### src/rtl/pic_pkg.sv
// Shared definitions for the parametrised PIC: register map, CTRL/EOI bit
// positions and the acknowledge FSM states.
package pic_pkg;

  localparam logic [1:0] ADDR_CTRL  = 2'd0;
  localparam logic [1:0] ADDR_VBASE = 2'd1;
  localparam logic [1:0] ADDR_IMR   = 2'd2;
  localparam logic [1:0] ADDR_EOI   = 2'd3;

  localparam logic [1:0] RD_IRR  = 2'd0;
  localparam logic [1:0] RD_ISR  = 2'd1;
  localparam logic [1:0] RD_IMR  = 2'd2;
  localparam logic [1:0] RD_STAT = 2'd3;

  localparam int CTRL_LTIM    = 0;
  localparam int CTRL_ROT     = 1;
  localparam int CTRL_AEOI    = 2;
  localparam int EOI_SPECIFIC = 7;

  typedef enum logic {
    IDLE = 1'b0,
    ACK1 = 1'b1
  } state_t;

endpackage

### src/rtl/pic_prio_resolver.sv
// Rotating priority encoder: the line after pp wins first, scanning upward
// with wrap-around; returns whether any request exists and its index.
module pic_prio_resolver #(
  parameter int N_IRQ = 8,
  parameter int IDW   = $clog2(N_IRQ)
) (
  input  logic [N_IRQ-1:0] req,
  input  logic [IDW-1:0]   pp,
  output logic             valid,
  output logic [IDW-1:0]   idx
);

  localparam logic [IDW-1:0] ONE = IDW'(1);

  logic [IDW-1:0] start;

  assign start = pp + ONE;

  // Scan from lowest rank to highest; the last hit written is the best rank.
  always_comb begin
    logic [IDW-1:0] j;
    j     = '0;
    valid = 1'b0;
    idx   = '0;
    for (int i = N_IRQ - 1; i >= 0; i--) begin
      j = start + i[IDW-1:0];
      if (req[j]) begin
        valid = 1'b1;
        idx   = j;
      end
    end
  end

endmodule

### src/rtl/pic_param_ctrl.sv
// Parametrised 8259-style interrupt controller: edge/level capture, masking,
// fully nested rotating priority, two-pulse INTA_ vector handshake, auto-EOI.
module pic_param_ctrl
  import pic_pkg::*;
#(
  parameter int N_IRQ = 8,
  parameter int IDW   = $clog2(N_IRQ)
) (
  input  logic             CLK,
  input  logic             RST_,
  input  logic             CS_,
  input  logic             WR_,
  input  logic             RD_,
  input  logic [1:0]       A,
  input  logic [N_IRQ-1:0] WDATA,
  output logic [N_IRQ-1:0] RDATA,
  input  logic [N_IRQ-1:0] IR,
  input  logic             INTA_,
  output logic             INT,
  output logic [7:0]       VECTOR,
  output logic             VEC_VALID
);

  localparam logic [IDW-1:0] ONE     = IDW'(1);
  localparam logic [7:0]     VB_MASK = 8'((1 << IDW) - 1);

  logic [N_IRQ-1:0] irr, isr, imr, ir_q;
  logic [2:0]       ctrl;
  logic [7:0]       vbase;
  logic [IDW-1:0]   pp, win;
  logic             spur;
  state_t           state;

  logic             wr, rd, inta;
  logic             req_v, isr_v, req_above;
  logic [IDW-1:0]   req_idx, isr_idx, start, req_rank, isr_rank, eoi_id, rot_id;
  logic             rot_ld;
  logic [N_IRQ-1:0] isr_set, isr_clr, irr_clr, status;

  assign wr     = !CS_ && !WR_;
  assign rd     = !CS_ && !RD_;
  assign inta   = !INTA_;
  assign eoi_id = WDATA[IDW-1:0];

  pic_prio_resolver #(.N_IRQ(N_IRQ), .IDW(IDW)) u_req_res (
    .req   (irr & ~imr),
    .pp    (pp),
    .valid (req_v),
    .idx   (req_idx)
  );

  pic_prio_resolver #(.N_IRQ(N_IRQ), .IDW(IDW)) u_isr_res (
    .req   (isr),
    .pp    (pp),
    .valid (isr_v),
    .idx   (isr_idx)
  );

  // Ranks relative to the pointer; smaller rank means higher priority.
  assign start     = pp + ONE;
  assign req_rank  = req_idx - start;
  assign isr_rank  = isr_idx - start;
  assign req_above = req_v && (!isr_v || (req_rank < isr_rank));

  always_comb begin
    status             = '0;
    status[IDW-1:0]    = pp;
    status[IDW+2:IDW]  = ctrl;
  end

  always_comb begin
    isr_set = '0;
    irr_clr = '0;
    isr_clr = '0;
    rot_ld  = 1'b0;
    rot_id  = pp;
    if (state == IDLE && inta && req_above) begin
      isr_set[req_idx] = 1'b1;
      irr_clr[req_idx] = 1'b1;
    end
    if (wr && A == ADDR_EOI) begin
      if (WDATA[EOI_SPECIFIC]) begin
        if (isr[eoi_id]) begin
          isr_clr[eoi_id] = 1'b1;
          rot_ld          = 1'b1;
          rot_id          = eoi_id;
        end
      end else if (isr_v) begin
        isr_clr[isr_idx] = 1'b1;
        rot_ld           = 1'b1;
        rot_id           = isr_idx;
      end
    end
    if (state == ACK1 && inta && ctrl[CTRL_AEOI] && !spur) begin
      isr_clr[win] = 1'b1;
      rot_ld       = 1'b1;
      rot_id       = win;
    end
  end

  always_ff @(posedge CLK or negedge RST_) begin
    if (!RST_) begin
      irr       <= '0;
      isr       <= '0;
      imr       <= '1;
      ir_q      <= '0;
      ctrl      <= '0;
      vbase     <= '0;
      pp        <= '1;
      win       <= '0;
      spur      <= 1'b0;
      state     <= IDLE;
      INT       <= 1'b0;
      VECTOR    <= '0;
      VEC_VALID <= 1'b0;
      RDATA     <= '0;
    end else begin
      ir_q <= IR;
      if (ctrl[CTRL_LTIM]) irr <= IR;
      else                 irr <= (irr & ~irr_clr) | (IR & ~ir_q);
      isr <= (isr | isr_set) & ~isr_clr;
      INT <= req_above;

      if (wr) begin
        case (A)
          ADDR_CTRL:  ctrl  <= WDATA[2:0];
          ADDR_VBASE: vbase <= WDATA[7:0] & ~VB_MASK;
          ADDR_IMR:   imr   <= WDATA;
          default:    ;
        endcase
      end

      if (!ctrl[CTRL_ROT]) pp <= '1;
      else if (rot_ld)     pp <= rot_id;

      if (rd) begin
        case (A)
          RD_IRR:  RDATA <= irr;
          RD_ISR:  RDATA <= isr;
          RD_IMR:  RDATA <= imr;
          default: RDATA <= status;
        endcase
      end

      VEC_VALID <= 1'b0;
      case (state)
        IDLE: if (inta) begin
          win   <= req_above ? req_idx : '1;
          spur  <= !req_above;
          state <= ACK1;
        end
        default: if (inta) begin
          VECTOR    <= vbase | {{(8-IDW){1'b0}}, win};
          VEC_VALID <= 1'b1;
          state     <= IDLE;
        end
      endcase
    end
  end

endmodule
### config.mk
export PLATFORM = sky130hd
export DESIGN_NAME = pic_param_ctrl
export DESIGN_NICKNAME = d
export VERILOG_FILES = /design/src/rtl/pic_pkg.sv /design/src/rtl/pic_prio_resolver.sv /design/src/rtl/pic_param_ctrl.sv
export SDC_FILE = /design/constraint.sdc
export NUM_CORES = 1
export LEC_CHECK = 0
export ABC_AREA = 0
export BUFFER_PORTS_ARGS = -buffer_cell sky130_fd_sc_hd__buf_2
export CAP_MARGIN = 5
export CORE_MARGIN = 2
export CORE_UTILIZATION = 40
export DETAILED_ROUTE_END_ITERATION = 8
export GPL_TIMING_DRIVEN = 0
export HOLD_SLACK_MARGIN = 0.15
export RECOVER_POWER = 100
export SKIP_CTS_REPAIR_TIMING = 1
export SLEW_MARGIN = 30
export SYNTH_ARGS = -nofsm -noshare
export SYNTH_HDL_FRONTEND = slang
export SYNTH_SLANG_ARGS = --single-unit
### constraint.sdc
create_clock -name CLK -period 8.5 [get_ports CLK]
set_input_delay 1.7 -clock CLK [delete_from_list [all_inputs] [get_ports CLK]]
set_output_delay 1.7 -clock CLK [all_outputs]
set_load 0.1 [all_outputs]
==> reports/metrics.cfg, run 1 <==
[outcome]
outcome = complete, but fails checks
violations = max-capacitance violations, max-slew violations

[clock_tree]
clock-sinks = 66
cts.reportedPaths.clkPinSlew_ns = 0.05
htreeDepth = 3
cts_tree = done
numCtsBuffers = 9
cts_max_path_buffers = 2
clock_latency_ns = 0.33
root_buffer = clkbuf_16

[floorplanning]
rows = 42
design.die.area_sq_um = 14300
die_w_um = 120
core-area_sq_um = 13100
die_h_um = 120
initial_utilization_pct = 40.8
ioPinCount = 42

[sta]
fin_tns_setup_ns = 0
rsz0062_at_grt = false
worst_slew_pin_slew_ns = 3.40
slew_headroom_pct = -126
finClkSkew_ns = 0.00812
max_clock_freq_ghz = 0.132
fin_hold_ws_ns = 0.493
layout_setup_ws_ns = 0.911
finalCritPeriodShare_pct = 89.3
fin_crit_ns = 7.59
setup_viol = 0
final_hold_viol_count = 0
finalMaxSlewViolations = 67

[synthesis]
synth_area_sq_um = 5360
synth_compound_area_share_pct = 20.5
synth_mux_area_share_pct = 23.3
synthFlopType = dfrtp_1
synthDistinctLibCells = 90
yosysMostFrequentCell = dfrtp_1
ys_seq_elements = 66
synth_edf_count = 0
synth_nets = 552
yosys.area.top_type = dfrtp_1
ys_async_sr_fraction_pct = 100
synthAdderAreaFrac_pct = 2.61
synthXorXnorAreaFrac_pct = 1.54
synthSimpleGateAreaFrac_pct = 15.4
syn_inst = 518
synth_top_family_by_area = multiplexers
synth.avg_cell_area_sq_um = 10.3
synth_top_area_share_pct = 25.7
synthTopCellsByCount = dfrtp_1 (55), nand2_1 (45), mux2_2 (41)
ys_seq_area_share_pct = 31.1
ys_warn_count = 0
synth_area_leaders = dfrtp_1 (26%), mux2_2 (8.6%), mux4_2 (8.0%), dfstp_2 (5.4%), mux2i_1 (3.7%)

[place]
dp_slack_ns = 1.56
portBuffers = 41
gp_congestion = 0.917
dp_hpwl_um = 11900
place_inst = 736

[cells_and_area]
area_growth_pct = 12.8
layoutNonFillerInstCount = 751
drive_gt1_share_pct = 24.5
diodes = 0
nNetsFinal = 605

[grt]
grt_max_degree = 67
grt_pass1_wl_um = 24800
track_usage_pct = 22.3
grt-ovfl-total = 0
grt_pass1_vias = 4463
antenna_found_initial = 0

[route]
ant_nets = 0
first_iter_violations = 378
drt_pass1_iterations = 6
vias = 4641
routedWlPerCell_um = 20.9
viasPerCell = 6.18
drt-total-wl_um = 15700
drc = 0

[setup_path]
startpoint = pp[0]
r2r-start = pp[0]
critical_path_class = reg -> reg
reg2reg_slack_ns = 0.91
r2r_cells = 25
startpoint_type = flop
path_max_fanout = 12
r2r_end = isr[4]
end_kind = flop
critical_path_arrival_ns = 7.84
crit_path_end = isr[4]
worst_ep_required_time_ns = 8.75

[job]
cap_violations = 1

[hold_path]
hp-class = reg -> reg

==> metrics by stage <==
stage | instance area [sq um] | utilization [%]
3_3_place_gp | 5780 | 44.0
6_report | 6050 | 46.0
5_1_grt | 6050 | 46.0
4_1_cts | 6100 | 46.5
3_5_place_dp | 5800 | 44.1
2_1_floorplan | 5360 | -
==> area by class of cell <==
type,count,area [sq um]
fill,1261,7090
multi-input combinational,395,3380
sequential,66,1670
clock buffer,13,270
tap,176,220
buffer,30,193
timing repair buffer,42,180
inverter,27,101
clock inverter,2,35.0
==> cells by family after synthesis <==
group,Yosys count
AND/OR/NAND/NOR,150
multiplexers,86
buffers and inverters,57
XOR/XNOR,6
flip-flops,66
AO/OA/AOI/OAI,143
adder cells (fa/ha/maj),10
==> worst min-delay path by stage <==
stage / startpoint / to / slack [ns] / cells past startpoint
floorplan: vbase[3] / vbase[3] / 0.47 / 1
global placement: vbase[3] / VECTOR[3] / 0.48 / 1
detailed placement: vbase[3] / VECTOR[3] / 0.49 / 1
CTS: vbase[3] / VECTOR[3] / 0.50 / 1
global route: vbase[7] / VECTOR[7] / 0.52 / 1
finish: vbase[3] / VECTOR[3] / 0.49 / 1
==> critical path: stages, from the launching register on <==
cell	delay, ns
dfstp_2	0.56
buf_6	0.17
inv_1	0.16
clkbuf_1	0.36
ha_1	0.58
buf_6	0.23
buf_6	0.18
clkbuf_1	0.46
buf_4	0.28
buf_2	0.26
nand4_1	0.12
nand3_1	0.17
o21ai_1	0.12
a311oi_4	0.61
inv_1	0.29
ha_1	0.26
inv_1	0.07
fa_1	0.39
ha_1	0.29
a21o_1	0.15
a21o_1	0.20
a32oi_1	0.45
nand2_1	0.16
buf_4	0.21
nor4b_2	0.47
o221a_1	0.29
==> layer usage <==
layer	vias to the layer above	part of all wire, %	GRT usage, %
li1	2120	-	-
met4	0	3.0	9.49
met5	-	0	0
met3	34	6.2	3.42
met1	2279	44	30.3
met2	208	47	35.6
==> cell usage in the layout, fill, tap and decap left out, types with 4 or more instances in the layout <==
| master | synthesis | routed |
|---|---|---|
| a31oi_1 | 7 | 7 |
| o211ai_1 | 4 | 4 |
| nor3_1 | 6 | 6 |
| ha_1 | 8 | 8 |
| nor2_1 | 28 | 28 |
| nor4_1 | 4 | 4 |
| inv_1 | 23 | 24 |
| clkbuf_16 | 0 | 9 |
| clkbuf_1 | 9 | 38 |
| o221a_1 | 6 | 6 |
| o22ai_1 | 6 | 6 |
| o21ai_0 | 25 | 25 |
| nand2b_1 | 17 | 17 |
| dfstp_2 | 11 | 11 |
| nand2_1 | 45 | 45 |
| mux2_2 | 41 | 41 |
| o21a_1 | 4 | 4 |
| mux4_1 | 6 | 6 |
| buf_4 | 8 | 7 |
| nand3_1 | 7 | 7 |
| a32oi_1 | 7 | 7 |
| a21oi_1 | 25 | 25 |
| o22a_1 | 7 | 7 |
| mux2i_1 | 20 | 20 |
| or2_2 | 4 | 4 |
| nor2b_1 | 8 | 8 |
| mux4_2 | 19 | 19 |
| dfrtp_1 | 55 | 55 |
| buf_6 | 5 | 5 |
| buf_2 | 5 | 22 |
==> state kept, by name, summed over array words and instances, names as in the netlist, 3 cells and up <==
register and flops:
irr 8, ir_q 8, vbase 5, VECTOR 8, ctrl 3, isr 8
RDATA 8, imr 8, win 3, pp 3
Power of run 1 is not shown: default switching activity piles up to over one toggle a cycle in this logic, so the estimate is an artifact.
==> run 2: changes to the inputs <==
--- a/config.mk
+++ b/config.mk
@@ -9,13 +9,15 @@
 export BUFFER_PORTS_ARGS = -buffer_cell sky130_fd_sc_hd__buf_2
 export CAP_MARGIN = 5
 export CORE_MARGIN = 2
-export CORE_UTILIZATION = 40
+export CORE_UTILIZATION = 66
 export DETAILED_ROUTE_END_ITERATION = 8
 export GPL_TIMING_DRIVEN = 0
 export HOLD_SLACK_MARGIN = 0.15
+export PLACE_DENSITY = 0.87
 export RECOVER_POWER = 100
 export SKIP_CTS_REPAIR_TIMING = 1
 export SLEW_MARGIN = 30
 export SYNTH_ARGS = -nofsm -noshare
 export SYNTH_HDL_FRONTEND = slang
 export SYNTH_SLANG_ARGS = --single-unit
+export TNS_END_PERCENT = 20
==> reports/metrics.cfg, run 2 (same netlist as run 1, synthesis figures left out) <==
[hold_path]
worstHoldStart = VECTOR[1]
hp-class = reg -> reg

[grt]
grt_pass1_vias = 4777  ; +7.0%
grt-ovfl-total = 0  ; unchanged
antenna_found_initial = 0  ; unchanged
grt_pass1_wl_um = 25600  ; +3.4%
track_usage_pct = 38.7  ; +16 points
grt_max_degree = 67  ; unchanged

[route]
routedWlPerCell_um = 24.3  ; +17%
ant_nets = 0  ; unchanged
drt_pass1_iterations = 5  ; -1
drt-total-wl_um = 16500  ; +5.2%
viasPerCell = 7.26  ; +17%
drc = 0  ; unchanged
first_iter_violations = 443  ; +17%
vias = 4923  ; +6.1%

[floorplanning]
rows = 32  ; -24%
design.die.area_sq_um = 8860  ; -38%
core-area_sq_um = 7810  ; -41%
die_h_um = 94.1  ; -21%
die_w_um = 94.1  ; -21%
ioPinCount = 42  ; unchanged
initial_utilization_pct = 68.6  ; +28 points

[place]
gp_congestion = 0.980  ; +6.8%
portBuffers = 41  ; unchanged
dp_hpwl_um = 11700  ; -1.7%

[cells_and_area]
diodes = 0  ; unchanged
drive_gt1_share_pct = 24.0  ; -0.56 points
area_growth_pct = 9.64
final_cell_mix = dfrtp_1 (55), nand2_1 (45), clkbuf_1 (39), mux2_2 (38), nor2_1 (28)
final_common_cell = dfrtp_1
nNetsFinal = 605  ; unchanged

[setup_path]
cp.buffers_inverters = 9  ; -2
critical_path_arrival_ns = 7.76  ; -0.08 ns
path_max_fanout = 12  ; unchanged
slowest_stage = dfstp_1
r2r-start = pp[0]
max_stage_delay_ns = 0.59  ; -0.02 ns
startpoint_type = flop
critical_path_class = reg -> reg
path_delay_family = compound AO/OA/AOI/OAI gates
worst_ep_required_time_ns = 8.73  ; -0.02 ns
cp_cell_sequence = buf_6 > inv_1 > buf_4 > ha_1 > clkbuf_1 > buf_6 > clkbuf_1 > nor2_1 > a22oi_1 > a21boi_0 > o211a_1 > a311oi_4 > inv_2 > ha_1 > inv_1 > fa_1 > ha_1 > a21o_1 > a21o_1 > a32oi_1 > nand2_1 > buf_4 > nand4b_1 > a221oi_1
end_kind = flop
startpoint = pp[0]
path_common_cell = ha_1

[sta]
fin_crit_ns = 7.53  ; -0.0602 ns
rsz0062_at_grt = false
fin_tns_setup_ns = 0  ; unchanged
finClkSkew_ns = 0.0190  ; +0.0108 ns
final_hold_viol_count = 0  ; unchanged
finalMaxSlewViolations = 67  ; unchanged
setup_viol = 0  ; unchanged
worst_slew_pin_slew_ns = 3.36  ; -0.0371 ns
max_clock_freq_ghz = 0.133  ; +0.80%
slew_headroom_pct = -124  ; +2.5 points
finalCritPeriodShare_pct = 88.6  ; -0.71 points

[clock_tree]
clock-sinks = 66  ; unchanged
root_buffer = clkbuf_8
cts.reportedPaths.clkPinSlew_ns = 0.07  ; +0.02 ns
htreeDepth = 3  ; unchanged
cts_max_path_buffers = 2  ; unchanged
cts_tree = done
clock_latency_ns = 0.36  ; +0.03 ns
numCtsBuffers = 9  ; unchanged

[outcome]
violations = max-capacitance violations, max-slew violations
outcome = complete, but fails checks

[job]
cap_violations = 1  ; unchanged

-- run 2: cell count changes in the layout (fill, tap and decap cells not counted), sizes merged --
cell      delta
clkinv       +2
clkbuf       -1
buf          -2
clkinvlp     +1
bufinv       +1
-- run 2: layout make-up --
cell class,instances,area (sq um)
multi-input combinational,395,3390
fill,552,1930
sequential,66,1670
buffer,30,189
timing repair buffer,42,176
clock buffer,10,138
tap,102,128
inverter,27,101
clock inverter,6,90.1
-- run 2: final timing paths --
path,end,slack (ns),cells after the start
max,isr[6],0.97,24
min,VECTOR[1],0.52,1
max reg2reg,isr[6],0.97,24
min reg2reg,VECTOR[1],0.52,1
max in group asynchronous,irr[2],4.14,1
min in group asynchronous,VECTOR[3],2.47,1
-- run 2: through the flow --
stage               instances  setup slack [ns]  util [%]  instance area (sq um)  hold WS [ns]
floorplan                 518              3.01         -                   5360         0.475
global placement          661              1.88      72.9                   5690         0.482
detailed placement        662              1.78      73.1                   5710         0.491
CTS                       678              1.79      76.0                   5930         0.514
global route              678             0.700      75.3                   5880         0.541
finish                    678             0.971      75.3                   5880         0.516
-- run 2: worst register-to-register path: stages, from the launching register on --
cell and delay, ns:
dfstp_1 0.59, buf_6 0.19, inv_1 0.14, buf_4 0.23, ha_1 0.44, clkbuf_1 0.57, buf_6 0.26, clkbuf_1 0.43
nor2_1 0.22, a22oi_1 0.34, a21boi_0 0.22, o211a_1 0.28, a311oi_4 0.53, inv_2 0.17, ha_1 0.23, inv_1 0.08
fa_1 0.39, ha_1 0.30, a21o_1 0.15, a21o_1 0.20, a32oi_1 0.43, nand2_1 0.17, buf_4 0.22, nand4b_1 0.24
a221oi_1 0.39
-- run 2: metal layers --
layer	track usage [%]	vias to the layer above	wire, um
met3	4.98	75	1310
met5	0	-	0
met2	66.9	350	8200
li1	-	2111	-
met4	17.5	0	839
met1	48.6	2387	6150
Power of run 2 is left out for the same reason.
==> run 3: changes to the inputs <==
==> constraint.sdc (replaced) <==
create_clock -name CLK -period 9.29 [get_ports CLK]
set_input_delay 1.858 -clock CLK [delete_from_list [all_inputs] [get_ports CLK]]
set_output_delay 1.858 -clock CLK [all_outputs]
set_load 0.1 [all_outputs]
==> reports/metrics.cfg, run 3 (same netlist as run 1, synthesis figures left out) <==
[floorplanning]
rows = 32  ; unchanged
ioPinCount = 42  ; unchanged
die_h_um = 94.1  ; unchanged
core-area_sq_um = 7810  ; unchanged
initial_utilization_pct = 68.6  ; unchanged
die_w_um = 94.1  ; unchanged
design.die.area_sq_um = 8860  ; unchanged

[clock_tree]
htreeDepth = 3  ; unchanged
cts.reportedPaths.clkPinSlew_ns = 0.07  ; about the same
root_buffer = clkbuf_8
cts_max_path_buffers = 2  ; unchanged
clock-sinks = 66  ; unchanged
numCtsBuffers = 9  ; unchanged
cts_tree = done
clock_latency_ns = 0.36  ; about the same

[place]
dp_slack_ns = 2.57  ; +0.790 ns
portBuffers = 41  ; unchanged
dp_hpwl_um = 11700  ; unchanged
place_inst = 662  ; unchanged
place_area_sq_um = 5710  ; unchanged
gp_congestion = 0.980  ; unchanged

[cells_and_area]
final_common_cell = dfrtp_1
fill_cells = 556  ; +0.72%
stdcell_area_sq_um = 5860  ; -0.23%
drive_gt1_share_pct = 23.6  ; -0.35 points
layoutNonFillerInstCount = 678  ; unchanged
final_cell_mix = dfrtp_1 (55), nand2_1 (45), clkbuf_1 (40), mux2_2 (38), nor2_1 (28)
nNetsFinal = 605  ; unchanged
area_growth_pct = 9.39
diodes = 0  ; unchanged

[sta]
setup_viol = 0  ; unchanged
fin_crit_ns = 7.80  ; +0.268 ns
final_hold_viol_count = 0  ; unchanged
fin_tns_setup_ns = 0  ; unchanged
finClkSkew_ns = 0.0176  ; -0.00139 ns
rsz0062_at_grt = false
layout_setup_ws_ns = 1.49  ; +0.522 ns
worst_slew_pin_slew_ns = 3.33  ; -0.0303 ns
finalCritPeriodShare_pct = 83.9  ; -4.6 points
finalMaxSlewViolations = 67  ; unchanged
slew_headroom_pct = -122  ; +2.0 points
max_clock_freq_ghz = 0.128  ; -3.4%

[setup_path]
worst_ep_required_time_ns = 9.50  ; +0.77 ns
end_kind = flop
path_max_fanout = 12  ; unchanged
max_stage_delay_ns = 0.59  ; about the same
critical_path_class = reg -> reg
critical_path_arrival_ns = 8.01  ; +0.25 ns
cp_cell_sequence = buf_6 > inv_1 > buf_4 > ha_1 > clkbuf_1 > clkbuf_1 > clkbuf_1 > nor2_1 > a22oi_1 > a21boi_0 > o211a_1 > a311oi_4 > inv_2 > ha_1 > inv_1 > fa_1 > ha_1 > a21o_1 > a21o_1 > a32oi_1 > nand2_1 > buf_4 > nor4b_1 > o21ai_0
path_delay_family = buffers and inverters
slowest_stage = dfstp_1
startpoint_type = flop
cp.buffers_inverters = 9  ; unchanged

[route]
drt_pass1_iterations = 7  ; +2
ant_nets = 0  ; unchanged
drt-total-wl_um = 16500  ; -0.16%
viasPerCell = 7.25  ; -0.20%
routedWlPerCell_um = 24.3  ; -0.16%
drc = 0  ; unchanged
first_iter_violations = 490  ; +11%
vias = 4913  ; -0.20%

[grt]
grt-ovfl-total = 0  ; unchanged
grt_pass1_wl_um = 25600  ; unchanged
track_usage_pct = 38.7  ; unchanged
antenna_found_initial = 0  ; unchanged
grt_max_degree = 67  ; unchanged
grt_pass1_vias = 4777  ; unchanged

[outcome]
outcome = complete, but fails checks
violations = max-capacitance violations, max-slew violations

[hold_path]
hp-class = reg -> reg

[job]
cap_violations = 1  ; unchanged

==> run 3: cell types whose count changed in the layout (fill, tap and decap cells not counted) <==
| cell | before | now |
|---|---|---|
| buf_6 | 4 | 3 |
| nor4b_2 | 3 | 2 |
| nor4b_1 | 2 | 3 |
| clkbuf_1 | 39 | 40 |
==> run 3: area by class of cell <==
cell class / count / area (sq um) / share of cell area (%)
tap: 102 / 128 / 2.18
buffer: 30 / 181 / 3.09
clock inverter: 6 / 90.1 / 1.54
inverter: 27 / 101 / 1.73
clock buffer: 10 / 138 / 2.35
timing repair buffer: 42 / 176 / 3.01
sequential: 66 / 1670 / 28.4
multi-input combinational: 395 / 3380 / 57.7
==> run 3: layer usage <==
metal  track usage [%]  wire length (um)
met1              48.6              5940
met5                 0                 0
met4              17.5               908
met2              66.9              8160
met3              4.98              1470
==> run 3: stage by stage <==
| stage | util (%) | hold WS, ns |
|---|---|---|
| after floorplan | - | 0.475 |
| after global placement | 72.9 | 0.482 |
| after detailed placement | 73.1 | 0.491 |
| after CTS | 76.0 | 0.514 |
| after global routing | 75.1 | 0.541 |
| final | 75.1 | 0.517 |
==> run 3: path summary, 6_finish.rpt <==
path                                start  slack [ns]        end  cells past startpoint
worst max-delay path                pp[0]        1.49     irr[2]                     24
worst min-delay path            VECTOR[1]        0.52  VECTOR[1]                      1
worst max register to register      pp[0]        1.49     irr[2]                     24
worst min register to register  VECTOR[1]        0.52  VECTOR[1]                      1
max in group asynchronous            RST_        4.81     irr[2]                      1
min in group asynchronous            RST_        2.61  VECTOR[3]                      1
Power of run 3 is left out for the same reason.
